$ cat config.mk
export PLATFORM = sky130hd
export DESIGN_NAME = aes_round_seq_flat
export DESIGN_NICKNAME = d
export VERILOG_FILES = /design/src/rtl/aes_pkg.sv /design/src/rtl/aes_round_seq_if.sv /design/src/rtl/aes_rcon_gen.sv /design/src/rtl/aes_round_seq.sv /design/src/flat_wrapper.sv
export SDC_FILE = /design/constraint.sdc
export NUM_CORES = 1
export LEC_CHECK = 0
export ABC_CLOCK_PERIOD_IN_PS = 4000
export BUFFER_PORTS_ARGS = -buffer_cell sky130_fd_sc_hd__buf_2
export CORE_AREA = 3 3 51 53
export CTS_CLUSTER_DIAMETER = 50
export DETAILED_ROUTE_END_ITERATION = 6
export DIE_AREA = 0 0 54 56
export GPL_TIMING_DRIVEN = 0
export PLACE_DENSITY_LB_ADDON = 0.2
export SLEW_MARGIN = 10
export SYNTH_ARGS = -nofsm -noshare
export SYNTH_HDL_FRONTEND = slang
export SYNTH_SLANG_ARGS = --single-unit
$ cat constraint.sdc
create_clock -name clk -period 4 [get_ports clk]
set_input_delay 1 -clock clk [delete_from_list [all_inputs] [get_ports clk]]
set_output_delay 1 -clock clk [all_outputs]
set_load 0.03 [all_outputs]
$ cat src/rtl/aes_pkg.sv
// aes_pkg: shared AES state encoding and GF(2^8) helpers
package aes_pkg;
  typedef enum logic [1:0] {IDLE, RUN, DONE} seq_state_t;
  localparam logic [7:0] AES_POLY = 8'h1B;
  function automatic logic [7:0] xtime(input logic [7:0] b);
    return {b[6:0], 1'b0} ^ (b[7] ? AES_POLY : 8'h00);
  endfunction
  function automatic int nr_of(input int nk);
    return nk + 6;
  endfunction
endpackage

$ cat src/rtl/aes_round_seq_if.sv
// aes_round_seq_if: start/abort handshake and datapath strobes of the round sequencer
interface aes_round_seq_if;
  logic start;
  logic abort;
  logic busy;
  logic done;
  logic [3:0] round;
  logic [1:0] phase;
  logic init_sel;
  logic step_en;
  logic mix_en;
  logic [31:0] rcon;
  modport master (output start, abort, input busy, done, round, phase, init_sel, step_en, mix_en, rcon);
  modport slave (input start, abort, output busy, done, round, phase, init_sel, step_en, mix_en, rcon);
endinterface

$ cat src/rtl/aes_rcon_gen.sv
// aes_rcon_gen: round constant register, reloaded to 01 and advanced by xtime
module aes_rcon_gen
  import aes_pkg::*;
(
  input  logic        clk,
  input  logic        reset,
  input  logic        load,
  input  logic        advance,
  input  logic        valid,
  output logic [31:0] rcon
);
  logic [7:0] rc;
  always_ff @(posedge clk) begin
    if (reset || load) rc <= 8'h01;
    else if (advance) rc <= xtime(rc);
  end
  assign rcon = valid ? {rc, 24'h0} : 32'h0;
endmodule

$ cat src/rtl/aes_round_seq.sv
// aes_round_seq: counter-based AES-128/192/256 round sequencer with start/done handshake
module aes_round_seq
  import aes_pkg::*;
#(
  parameter int NK  = 4,
  parameter int CPR = 1
) (
  input  logic clk,
  input  logic reset,
  aes_round_seq_if.slave seq
);
  localparam logic [3:0] NR      = 4'(nr_of(NK));
  localparam logic [1:0] LAST_PH = 2'(CPR - 1);
  if (!(NK == 4 || NK == 6 || NK == 8) || CPR < 1 || CPR > 4) begin : g_bad_param
    $error("aes_round_seq: illegal NK=%0d CPR=%0d", NK, CPR);
  end
  seq_state_t state_q, state_d;
  logic [3:0] round_q, round_d;
  logic [1:0] phase_q, phase_d;
  logic run, last_ph, last_rnd;
  assign run      = state_q == RUN;
  assign last_ph  = phase_q == LAST_PH;
  assign last_rnd = round_q == NR;
  always_ff @(posedge clk) begin
    if (reset) begin
      state_q <= IDLE;
      round_q <= 4'd0;
      phase_q <= 2'd0;
    end else begin
      state_q <= state_d;
      round_q <= round_d;
      phase_q <= phase_d;
    end
  end
  // counters stay cleared outside RUN, so entering RUN always starts at round 0
  always_comb begin
    state_d = state_q;
    round_d = round_q;
    phase_d = phase_q;
    unique case (state_q)
      IDLE: state_d = (seq.start && !seq.abort) ? RUN : IDLE;
      RUN: begin
        if (seq.abort) begin
          state_d = IDLE;
          round_d = 4'd0;
          phase_d = 2'd0;
        end else if (last_ph) begin
          phase_d = 2'd0;
          round_d = last_rnd ? 4'd0 : round_q + 4'd1;
          state_d = last_rnd ? DONE : RUN;
        end else begin
          phase_d = phase_q + 2'd1;
        end
      end
      DONE: state_d = seq.abort ? IDLE : seq.start ? RUN : DONE;
      default: state_d = IDLE;
    endcase
  end
  assign seq.busy     = run;
  assign seq.done     = state_q == DONE;
  assign seq.round    = run ? round_q : 4'd0;
  assign seq.phase    = run ? phase_q : 2'd0;
  assign seq.init_sel = run && round_q == 4'd0;
  assign seq.step_en  = run && last_ph;
  assign seq.mix_en   = run && round_q != 4'd0 && !last_rnd;
  // rc holds 01 through round 0 and first advances on the wrap out of round 1
  aes_rcon_gen u_rcon (
    .clk     (clk),
    .reset   (reset),
    .load    (!run || seq.abort),
    .advance (run && last_ph && round_q != 4'd0 && !last_rnd),
    .valid   (run && round_q != 4'd0),
    .rcon    (seq.rcon)
  );
endmodule

$ cat src/flat_wrapper.sv
// flat-port wrapper written by rule: the top's interface ports become plain ports
module aes_round_seq_flat import aes_pkg::*;
#(
  parameter int NK  = 4,
  parameter int CPR = 1
)
  (clk, reset, seq_start, seq_abort, seq_busy, seq_done, seq_round, seq_phase, seq_init_sel, seq_step_en, seq_mix_en, seq_rcon);
  aes_round_seq_if seq_i ();
  input  logic clk;
  input  logic reset;
  input wire logic [$bits(seq_i.start)-1:0] seq_start;
  input wire logic [$bits(seq_i.abort)-1:0] seq_abort;
  output wire logic [$bits(seq_i.busy)-1:0] seq_busy;
  output wire logic [$bits(seq_i.done)-1:0] seq_done;
  output wire logic [$bits(seq_i.round)-1:0] seq_round;
  output wire logic [$bits(seq_i.phase)-1:0] seq_phase;
  output wire logic [$bits(seq_i.init_sel)-1:0] seq_init_sel;
  output wire logic [$bits(seq_i.step_en)-1:0] seq_step_en;
  output wire logic [$bits(seq_i.mix_en)-1:0] seq_mix_en;
  output wire logic [$bits(seq_i.rcon)-1:0] seq_rcon;
  assign seq_i.start = seq_start;
  assign seq_i.abort = seq_abort;
  assign seq_busy = seq_i.busy;
  assign seq_done = seq_i.done;
  assign seq_round = seq_i.round;
  assign seq_phase = seq_i.phase;
  assign seq_init_sel = seq_i.init_sel;
  assign seq_step_en = seq_i.step_en;
  assign seq_mix_en = seq_i.mix_en;
  assign seq_rcon = seq_i.rcon;
  aes_round_seq #(.NK(NK), .CPR(CPR)) u_core (.clk(clk), .reset(reset), .seq(seq_i));
endmodule
After elaboration in Yosys (flattened, before gate mapping). Cells that the tools add are included.

Register bits after elaboration: 16. Word-level logic and storage cells: 45. Bits of input ports: 4. Output and inout bits: 43.

Add/sub/neg operators: 2. Muxes and demuxes: 16. Bitwise gates (word level): 1. Reduce and logical (&&, ||, !) cells: 18. Eq/ne operators: 4.

Operators with widths (number): $mux W32 (1); $mux W2 (8); $mux W4 (4); $xor A8 B5 Y8 (1); $logic_and A1 B1 Y1 (7); $pmux W2 S3 (1); $mux W5 (1); $add A4 B1 Y4 const B (1); $eq A4 B4 Y1 const B (1); $logic_not A2 Y1 (2); $logic_not A4 Y1 (1); $reduce_bool A4 Y1 (1); $logic_not A1 Y1 (3); $ne A3 B3 Y1 const B (1); $add A2 B1 Y2 const B (1); $eq A2 B1 Y1 const B (1); $eq A2 B2 Y1 const B (1); $logic_or A1 B1 Y1 (2); $reduce_and A2 Y1 (1); $reduce_bool A2 Y1 (1); $mux W1 (1).

Logic depth before layout (Yosys ltp).
Depth in word-level cells: 5. Gate-level depth with buffers: 7.

Cells and area by module. A second synthesis with hierarchy kept.

Cells, all modules: 135. Area total of the unflattened synthesis: 1092.3 µm².

By module, submodules not included: aes_rcon_gen (times used 1, sequential area each 160.2 µm², area each 551.8 µm², cells each 64); aes_round_seq (times used 1, sequential area each 160.2 µm², area each 540.5 µm², cells each 71).

Worst setup path before layout. No wires, ideal clock.

Kind: register to output. From: register u_core.state_q[0]. To: output seq_init_sel. Data arrival time: 1333 ps. Slack: 1667 ps. Cell stages (with the launch flop): 4. Data required time: 3000 ps. Cells stage by stage: dfxtp_1 -> nand2b_4 -> clkbuf_1 -> nor3_1.

Word-level cells in the longest chain between the ends: 2.

RTL lines: start: declaration (line aes_round_seq.sv:17) `seq_state_t state_q, state_d;`; start signal: assignment (line aes_round_seq.sv:30) `state_q <= state_d;`; $eq A2 B1 Y1 (line aes_round_seq.sv:21) `assign run = state_q == RUN;`; $logic_and A1 B1 Y1 (line aes_round_seq.sv:63) `assign seq.init_sel = run && round_q == 4'd0;`; end: declaration (line flat_wrapper.sv:17) `output wire logic [$bits(seq_i.init_sel)-1:0] seq_init_sel;`.

Every way passes these cells.

Final worst setup path.
From: register u_core.round_q[1]. To: output seq_rcon[28].

Word-level cells in the longest chain between the ends: 3.

RTL lines: start: declaration (line aes_round_seq.sv:18) `logic [3:0] round_q, round_d;`; start signal: assignment (line aes_round_seq.sv:31) `round_q <= round_d;`; $reduce_bool A4 Y1 (line aes_round_seq.sv:72) `.valid (run && round_q != 4'd0),`; $logic_and A1 B1 Y1 (line aes_round_seq.sv:72); $mux W32 (line aes_rcon_gen.sv:17) `assign rcon = valid ? {rc, 24'h0} : 32'h0;`; end: declaration (line flat_wrapper.sv:20) `output wire logic [$bits(seq_i.rcon)-1:0] seq_rcon;`.

Every way passes these cells.

==> metrics.md <==
| Metric | Value |
|---|---|
| CP endpoint kind | `output port` |
| DP Wirelength | `1680 um` |
| Min Tclk post-route | `2.87 ns` |
| Final hold vios | `0` |
| Vias in the first global route | `869` |
| Crit path max-delay cell type | `dfxtp_1` |
| Clock Tree Buf Depth | `2` |
| Fraction of layout cells with a size suffix above 1 | `31.7%` |
| Initial antenna violation count | `0` |
| Worst Path Max Fanout | `8` |
| Skew final | `0.00235 ns` |
| RSZ-0062 raised after global routing | `false` |
| Final net count | `193` |
| Number of clock sinks | `16` |
| VDD IR max | `145 uV` |
| Max-cap viol count | `0` |
| Hold WC Path Type | `flip-flop to flip-flop` |
| Max Slew Vio Count | `0` |
| Global-route wire length before repair | `3620 um` |
| Fillers | `210` |
| Core footprint | `0.00219 mm^2` |
| Mean post-synth cell area | `8.11 um^2` |
| Via count | `929` |
| Vias per cell | `4.40` |
| Post-synthesis sequential area ratio | `29.0%` |
| Top sig layer | `met4` |
| Hold WS | `0.468 ns` |
| LEAKAGE | `0.000647 uW` |
| Post-synth EDFFs | `0` |
| CTS H-tree depth | `1` |
| Die X | `54 um` |
| Gate Count Post-Synth | `136` |
| Crit Path Category | `flip-flop to output port` |
| PortBufs | `20` |
| GRT Util Overall | `15.3%` |
| Most used cell along the critical path | `nor2_1` |
| CTS tree | `built` |
| Netlist cell types | `31` |
| Startpoint types | `flip-flop` |
| Routed Antenna Nets | `0` |
| Site Rows | `17` |
| Period utilisation layout | `71.7%` |
| Antenna diode count | `0` |
| FMAX | `349 MHz` |
| Insertion delay to the later sink of the worst-skew pair | `0.28 ns` |
| Crit path largest cell delay | `0.40 ns` |
| Synthesized area | `0.00110 mm^2` |
| First-pass DRT Iterations | `4` |
| Reg clk slew, reported paths | `0.10 ns` |
| Most common cell after layout, fill and taps aside | `buf_4` |
| Final wirelength | `2170 um` |
| Synthesis-stage register bit count | `16` |
| Synth Warn # | `0` |
| Commonest cells after routing, fill and taps aside | `buf_4, conb_1, buf_2` |
| DRT iter0 DRCs | `16` |
| # IOs | `47` |
| Outcome | `complete, no violations` |
| DIE HEIGHT | `56 um` |
| Arrival time worst endpoint | `1.87 ns` |
| Initial Util | `50.4%` |
| Pwr dens | `249 mW/mm^2` |
| Synth-to-Final Area Change | `23.4%` |
| Met3 routed WL | `158 um` |
| Most used DFF post-synth | `dfxtp_1` |
| PostCTS Resize Cnt | `0` |
| Hold buffer count at CTS | `0` |
| DIE AREA | `0.00302 mm^2` |
| Largest net degree at the start of global routing | `11` |
| M1 WL | `918 um` |
| Num CTS Buffers | `3` |
| Detail Route met2 WL | `1080 um` |
| DRC viols | `0` |
| Setup Fix Bufs, Post-CTS | `0` |
| Final setup violation count | `0` |
| Critical path cell sequence | `inv_1, ha_1, nand2b_1, nor2_1, nor2_1, and2_1, buf_2` |
| Drt wl/cell | `10.3 um` |
| Async SR Flop Fraction | `0%` |
| Total grt overflow | `0` |
| CTS root buffer | `clkbuf_4` |
| GPL Wtd Cong | `0.862` |
| Critical Path RT | `3.00 ns` |
| Fin Setup TNS | `0 ns` |
==> final cells by class <==
cell class	instances	area (um^2)	share of cell area [%]
sequential	16	320	23.5
clock buffer	4	36.3	2.67
inverter	6	22.5	1.65
timing repair buffer	20	100	7.35
multi-input combinational	106	626	46.0
tap	28	35.0	2.57
buffer	31	221	16.3
==> cells in the mapped netlist, types with 2 or more instances <==
master    number  area share, %
ha_1           5            5.7
mux2i_1        5            4.5
inv_1          5            1.7
dfxtp_1       16             29
clkbuf_1       2           0.68
nor3_1         5            2.3
nor2_1        21            7.1
a21oi_1        6            2.7
o21ai_0        2           0.91
xnor2_1        4            3.2
nand2_1        6            2.0
nand3_1        2           0.91
buf_4         25             17
a211oi_2       3            3.4
nand3b_1       2            1.4
buf_2          2           0.91
and2_1        11            6.2
==> sequential cells by signal, summed over array words and instances, names as in the netlist <==
name / cells
u_core.phase_q: 2
u_core.round_q: 4
u_core.u_rcon.rc: 8
u_core.state_q: 2
==> stage by stage <==
step	power (uW)	utilization, %	std cells	worst slack, ns	area [um^2]
2_1_floorplan	229	-	159	1.67	1190
3_3_place_gp	234	60.5	207	1.51	1330
3_5_place_dp	235	60.5	207	1.44	1330
4_1_cts	341	62.1	211	1.12	1360
5_1_grt	356	62.1	211	0.944	1360
6_report	339	62.1	211	1.13	1360
==> per-layer routing <==
metal | vias up | GRT usage, %
met1 | 414 | 18.2
met4 | 0 | 4.63
met5 | - | 0
met2 | 30 | 27.0
met3 | 2 | 2.41
li1 | 483 | -
==> power breakdown <==
part | internal [uW] | switching (uW) | leakage [uW]
Sequential | 160 | 1.12 | 0.000129
Clock | 55.3 | 51.5 | 0.0000210
Combinational | 23.0 | 48.5 | 0.000497
==> worst max-delay path, delay by kind of cell (launching register included) <==
kind,cells,cell delay [ns]
simple gates,4,0.69
fa+ha+maj,1,0.21
buf+inv,2,0.29
flops,1,0.40
==> cells by family after synthesis <==
logic type	after synthesis	synth area share, %
fa+ha+maj	5	5.67
xor+xnor	4	3.17
flops	16	29.0
buf+inv	37	22.1
other cells	1	0.340
simple gates	54	25.1
compound gates	14	10.1
mux	5	4.54
==> final timing paths <==
kind                     start                  end  slack, ns  depth (start not counted)
max          u_core.round_q[1]         seq_rcon[28]       1.13                          7
max reg2reg  u_core.round_q[0]  u_core.u_rcon.rc[2]       2.31                          7
min          u_core.phase_q[0]    u_core.phase_q[0]       0.47                          2
min reg2reg  u_core.phase_q[0]    u_core.phase_q[0]       0.47                          2
Power figures use the tool's default switching activity.
